### src/rtl/pixel_readout_pkg.sv
// Shared types for the pixel readout stage: FSM state encoding, tagged
// sample layout and default sample width.
package pixel_readout_pkg;

  localparam int DEFAULT_DATA_W = 8;

  typedef enum logic [1:0] {
    IDLE,
    ROW0,
    ROW1
  } state_t;

  // Layout of one FIFO word; the top packs {row, col, data} in this order.
  typedef struct packed {
    logic                      row;
    logic                      col;
    logic [DEFAULT_DATA_W-1:0] data;
  } sample_t;

endpackage

### src/rtl/pixel_fifo.sv
// Synchronous FIFO with registered storage; a push into a full FIFO is
// accepted when a pop happens in the same cycle.
module pixel_fifo #(
  parameter int unsigned WIDTH = 10,
  parameter int unsigned DEPTH = 4
) (
  input  logic             clk,
  input  logic             reset,
  input  logic             push,
  input  logic             pop,
  input  logic [WIDTH-1:0] wdata,
  output logic [WIDTH-1:0] rdata,
  output logic             full,
  output logic             empty
);

  localparam int unsigned AW = (DEPTH > 1) ? $clog2(DEPTH) : 1;

  logic [WIDTH-1:0] mem [DEPTH];
  logic [AW-1:0]    wr_ptr;
  logic [AW-1:0]    rd_ptr;
  logic [AW:0]      count;
  logic             do_push;
  logic             do_pop;

  assign empty   = (count == '0);
  assign full    = (count == (AW+1)'(DEPTH));
  assign do_pop  = pop & ~empty;
  assign do_push = push & (~full | do_pop);
  assign rdata   = mem[rd_ptr];

  always_ff @(posedge clk) begin
    if (!reset) begin
      wr_ptr <= '0;
      rd_ptr <= '0;
      count  <= '0;
      for (int unsigned i = 0; i < DEPTH; i++) mem[i] <= '0;
    end else begin
      if (do_push) begin
        mem[wr_ptr] <= wdata;
        wr_ptr      <= wr_ptr + 1'b1;
      end
      if (do_pop) rd_ptr <= rd_ptr + 1'b1;
      case ({do_push, do_pop})
        2'b10:   count <= count + 1'b1;
        2'b01:   count <= count - 1'b1;
        default: count <= count;
      endcase
    end
  end

endmodule

### src/rtl/pixel_readout.sv
// Captures one ADC sample per conversion strobe, tags it with row/column and
// buffers it for a valid/ready consumer. Macro PIXEL_READOUT_DARK_SUB_EN
// enables saturating dark-level subtraction.
module pixel_readout
  import pixel_readout_pkg::*;
#(
  parameter int DATA_W      = DEFAULT_DATA_W,
  parameter int FIFO_DEPTH  = 4,
  parameter int DARK_OFFSET = 0
) (
  input  logic              Clk,
  input  logic              Reset,
  input  logic              NRE_1,
  input  logic              NRE_2,
  input  logic              ADC,
  input  logic [DATA_W-1:0] Adc_data,
  output logic [DATA_W-1:0] Pixel_data,
  output logic              Pixel_row,
  output logic              Pixel_col,
  output logic              Pixel_valid,
  input  logic              Pixel_ready,
  output logic              Frame_done,
  output logic              Overflow,
  output logic              Seq_error
);

`ifdef PIXEL_READOUT_DARK_SUB_EN
  localparam bit DARK_EN = 1'b1;
`else
  localparam bit DARK_EN = 1'b0;
`endif

  state_t            state;
  state_t            state_next;
  logic              adc_q;
  logic              strobe;
  logic              sel_row0;
  logic              sel_row1;
  logic              sel_none;
  logic              sel_both;
  logic [1:0]        col;
  logic              cur_row;
  logic              tag_ok;
  logic              seq_bad;
  logic              pop_fire;
  logic              drop;
  logic              accepted;
  logic              full;
  logic              empty;
  logic [DATA_W-1:0] dark_level;
  logic [DATA_W-1:0] sample;
  logic [DATA_W+1:0] head;

  assign strobe   = ADC & ~adc_q;
  assign sel_row0 = ~NRE_1 &  NRE_2;
  assign sel_row1 =  NRE_1 & ~NRE_2;
  assign sel_none =  NRE_1 &  NRE_2;
  assign sel_both = ~NRE_1 & ~NRE_2;
  assign cur_row  = (state == ROW1);

  assign tag_ok   = strobe & (state != IDLE) & ~sel_both & (col != 2'd2);
  assign seq_bad  = strobe & ((state == IDLE) | sel_both | (col == 2'd2));
  assign pop_fire = Pixel_valid & Pixel_ready;
  assign drop     = tag_ok & full & ~pop_fire;
  assign accepted = tag_ok & ~drop;

  assign dark_level = DATA_W'(DARK_OFFSET);
  assign sample = DARK_EN ? ((Adc_data > dark_level) ? Adc_data - dark_level : '0)
                          : Adc_data;

  always_comb begin
    state_next = state;
    case (state)
      IDLE: begin
        if (sel_row0)      state_next = ROW0;
        else if (sel_row1) state_next = ROW1;
      end
      ROW0: begin
        if (sel_row1)      state_next = ROW1;
        else if (sel_none) state_next = IDLE;
      end
      ROW1: begin
        if (sel_row0)      state_next = ROW0;
        else if (sel_none) state_next = IDLE;
      end
      default: state_next = IDLE;
    endcase
  end

  // Column advances on every well-tagged strobe, even one lost to overflow.
  always_ff @(posedge Clk) begin
    if (!Reset) begin
      state      <= IDLE;
      adc_q      <= 1'b0;
      col        <= '0;
      Frame_done <= 1'b0;
      Overflow   <= 1'b0;
      Seq_error  <= 1'b0;
    end else begin
      state      <= state_next;
      adc_q      <= ADC;
      if (state_next != state) col <= '0;
      else if (tag_ok)         col <= col + 2'd1;
      Frame_done <= accepted & cur_row & (col == 2'd1);
      Overflow   <= Overflow | drop;
      Seq_error  <= Seq_error | seq_bad;
    end
  end

  pixel_fifo #(
    .WIDTH (DATA_W + 2),
    .DEPTH (FIFO_DEPTH)
  ) u_fifo (
    .clk   (Clk),
    .reset (Reset),
    .push  (tag_ok),
    .pop   (Pixel_ready),
    .wdata ({cur_row, col[0], sample}),
    .rdata (head),
    .full  (full),
    .empty (empty)
  );

  assign Pixel_valid = ~empty;
  assign {Pixel_row, Pixel_col, Pixel_data} = head;

endmodule

### config.mk
export PLATFORM = sky130hd
export DESIGN_NAME = pixel_readout
export DESIGN_NICKNAME = d
export VERILOG_FILES = /design/src/rtl/pixel_readout_pkg.sv /design/src/rtl/pixel_fifo.sv /design/src/rtl/pixel_readout.sv
export SDC_FILE = /design/constraint.sdc
export NUM_CORES = 1
export LEC_CHECK = 0
export ABC_AREA = 1
export CORE_ASPECT_RATIO = 1.4
export CORE_UTILIZATION = 25
export DETAILED_ROUTE_END_ITERATION = 10
export GPL_TIMING_DRIVEN = 0
export PLACE_DENSITY_LB_ADDON = 0.3
export SETUP_SLACK_MARGIN = 0.1
export SYNTH_ARGS = -nofsm -noshare
export SYNTH_HDL_FRONTEND = slang
export SYNTH_HIERARCHICAL = 1
export SYNTH_SLANG_ARGS = --single-unit
### constraint.sdc
create_clock -name Clk -period 6.98 [get_ports Clk]
set_clock_uncertainty 0.15 [all_clocks]
set_input_delay 1.396 -clock Clk [delete_from_list [all_inputs] [get_ports Clk]]
set_output_delay 1.396 -clock Clk [all_outputs]
set_load 0.01 [all_outputs]
==> results of run 1 <==
## routing by layer
layer / wire length [µm] / vias to the layer above
li1: - / 1029
met5: 0 / -
met3: 231 / 5
met4: 77 / 0
met1: 2640 / 951
met2: 3080 / 28
## power groups by stage
stage | clock network (W) | registers [W] | logic, W
after floorplan | 0 | 0.000401 | 0.000137
after global placement | 0 | 0.000402 | 0.000237
after detailed placement | 0 | 0.000403 | 0.000245
after CTS | 0.000465 | 0.000396 | 0.000245
after global routing | 0.000480 | 0.000398 | 0.000270
final | 0.000456 | 0.000396 | 0.000239
## synth_stat cells
| cell type | number | area [µm²] |
|---|---|---|
| a21oi_1 | 5 | 25.0 |
| nor2_8 | 1 | 20.0 |
| nor2_4 | 9 | 101 |
| ha_1 | 2 | 25.0 |
| nor3_1 | 2 | 10.0 |
| inv_2 | 14 | 52.6 |
| nand3_1 | 6 | 30.0 |
| dfxtp_1 | 17 | 340 |
| nor2_2 | 3 | 18.8 |
| buf_1 | 1 | 3.75 |
| nand2_4 | 1 | 11.3 |
| o22ai_1 | 10 | 62.6 |
| nand3_4 | 1 | 17.5 |
| edfxtp_1 | 40 | 1200 |
| inv_1 | 37 | 139 |
| buf_12 | 1 | 20.0 |
| nand2_2 | 4 | 25.0 |
| a21boi_0 | 1 | 7.51 |
| nor3_2 | 9 | 90.1 |
| nor2_1 | 59 | 221 |
| o21ai_1 | 1 | 5.00 |
| fa_1 | 1 | 20.0 |
| nand4_1 | 4 | 25.0 |
| nand3_2 | 1 | 10.0 |
| o31ai_1 | 1 | 7.51 |
| buf_6 | 1 | 11.3 |
| o21ai_0 | 28 | 140 |
| clkbuf_1 | 8 | 30.0 |
| nand2_1 | 22 | 82.6 |
## logic make-up after synthesis
family,Yosys count
AO/OA/AOI/OAI,46
adder cells (fa/ha/maj),3
buffers and inverters,62
flip-flops,57
AND/OR/NAND/NOR,122
## worst reg2reg max path, delay by kind of cell, from the launching register on
| kind | cells | cell delay [ns] |
|---|---|---|
| buffers and inverters | 3 | 0.45 |
| and+or+nand+nor | 3 | 0.44 |
| adders and majority gates | 1 | 0.21 |
| AOI/OAI and AO/OA | 1 | 0.55 |
| DFF | 1 | 0.37 |
## final timing paths
check,to,cells after the start
worst min-delay path,Overflow,2
worst min register to register,Overflow,2
worst max-delay path,Pixel_data[7],5
worst max register to register,u_fifo/mem[3][6],8
## registers in the layout, summed over array words and instances (netlist names), named ones only
name,flops
u_fifo/mem,40
u_fifo/count,3
col,2
state,2
u_fifo/rd_ptr,2
u_fifo/wr_ptr,2
Frame_done,1
Overflow,1
Seq_error,1
adc_q,1
## stage by stage
stage / area (µm²) / utilization
finish: 3550 / 0.328
global route: 3550 / 0.328
CTS: 3550 / 0.328
detailed placement: 3240 / 0.300
global placement: 3200 / 0.296
floorplan: 2750 / -
## layout make-up
class | instances | area share
Sequential cell | 57 | 0.434
Multi-Input combinational cell | 171 | 0.271
Timing Repair Buffer | 31 | 0.0856
Clock buffer | 10 | 0.0645
Inverter | 51 | 0.0539
Tap cell | 141 | 0.0497
Clock inverter | 6 | 0.0233
Buffer | 11 | 0.0183
==> reports/qor.yml, run 1 <==
critical_path:
  worstPathCellList: "inv_1 -> clkbuf_1 -> nor2_1 -> o22ai_1 -> clkdlybuf4s50_1"
  r2r_slack_ns: 4.51
  path_buf_inv: 3
  cp-start-kind: "register"
  critPathTopFamily: "buffers and inverters"
  cp-end-kind: "primary output"
  critPathMaxStageDelay_ns: 0.58
  cp_max_fo: 10
  required_ns: 5.43
  path_class: "register to primary output"
  r2r_start: "col[0]"
  critical_path_arrival_ns: 2.06
  cpMaxStageDelayCell: "clkdlybuf4s50_1"
floorplan:
  die_x_um: 90.7
  die_area_um2: 11400
  rows: 45
  io_pins: 28
  dieHeight_um: 126
  initial_core_util: 0.255
  core_um2: 10800
global_routing:
  grt_antenna_before_repair: 0
  grt.busiest_layer: "met2"
  grt_util_met3: 0.0356
  grtUsageMet2: 0.201
  overflow: 0
  met1_usage: 0.138
  grt_usage: 0.117
  grt_pass1_vias: 2067
  grt_pass1_wl_um: 10200
  grt_max_degree: 11
timing:
  finalHoldViolations: 0
  tightest_slew_ns: 0.731
  post-route-min-period_ns: 3.61
  tns_ns: 0
  finalCritPeriodShare: 0.517
  slew_violations: 0
  worst_hold_slack_ns: 0.301
  rsz0062_at_grt: "no"
  final.setup.worst_slack_ns: 3.37
  slew_headroom: 0.513
  setup-violations-final: 0
  max_freq_ghz: 0.277
synthesis:
  synth-xor-area-share: 0
  synth-compound-area-share: 0.0900
  synth_fa_ha_area_frac: 0.0164
  synthSimpleGateAreaFrac: 0.241
  synth_top_family_by_area: "simple AND/OR/NAND/NOR gates"
  synth_nets: 307
  synth.area.mux_share: 0
  ys_warn_count: 6
  synth_area_um2: 2750
  yosysUniqueCellTypes: 29
  ys_seq_elements: 57
  syn_inst: 290
  yosysSeqAreaShare: 0.560
  syn_area_per_cell_um2: 9.50
power:
  sw_frac_of_total: 0.272
  finalPower_w: 0.00109
  clkPwrFrac: 0.418
  vdd_drop_max_mv: 0.147
  p_sw_w: 0.000296
  p_per_area_nw_per_um2: 307
  pwr-share-comb: 0.219
  seqPwrFrac: 0.363
  leakagePower_nw: 1.36
  p_int_w: 0.000794
clock_network:
  cts_hold_buf: 0
  cts.sinks: 57
  numCtsBuffers: 9
  clkSlewWorstSetupHoldPaths_ns: 0.05
  h-tree-depth: 3
  cts_root_buf: "clkbuf_16"
  cts_resized: 0
  post_cts_buffers: 0
  clk_path_buf_depth: 2
  tritoncts: "yes"
  insertion_delay_ns: 0.32
cells_and_area:
  syn_to_final_growth_pct: 28.9
  finalNonFillerCells: 478
  drive_above_1_share: 0.193
  most-common-layout-cells: "nor2_1 (59), edfxtp_1 (40), inv_1 (37)"
  layout_commonest_cell: "nor2_1"
  multiInputGateArea_um2: 961
  fillCellCount: 1155
  antenna_cells: 0
  register_area_um2: 1540
  fin_nets: 349
placement:
  dp_hpwl_um: 4310
  dp_slack_ns: 3.20
  dp.cells: 462
  port_buffers: 27
  gp_congestion: 0.743
drt:
  drt-total-wl_um: 6030
  drt_first_iter_violations: 75
  drtAntennaViolNets: 0
  wl_per_cell_um: 12.6
  drc: 0
  dr.pass1.iters: 4
  dr_total_vias: 2013
  viasPerCell: 4.21
status:
  status: "finished clean"
flow_run:
  max-cap-violations: 0
min_path:
  hold_path.class: "register to register"
  hold_start: "Overflow"
(Power assumes the default switching activity.)
==> inputs of run 2 (changes only) <==
clock period = 3.1 ns   (was 6.98 ns; I/O delays follow)
==> results of run 2 <==
The final DEF is identical to that of run 1. Status: finished clean.
Main changes from that run: setup slack after placement 3.20 ns -> 0.0961 ns; setup slack after layout 3.37 ns -> 0.269 ns; register-to-register setup slack 4.51 ns -> 0.63 ns; total power 0.00109 W -> 0.00246 W; worst IR drop on VDD 0.147 mV -> 0.330 mV
==> inputs of run 3 (changes only) <==
CTS_CLUSTER_DIAMETER = 80   (was default)
==> results of run 3 <==
The final DEF is identical to that of run 1. Status: finished clean.
Main changes from that run: setup slack after placement 3.20 ns -> 0.0961 ns; setup slack after layout 3.37 ns -> 0.269 ns; register-to-register setup slack 4.51 ns -> 0.63 ns; total power 0.00109 W -> 0.00246 W; worst IR drop on VDD 0.147 mV -> 0.330 mV
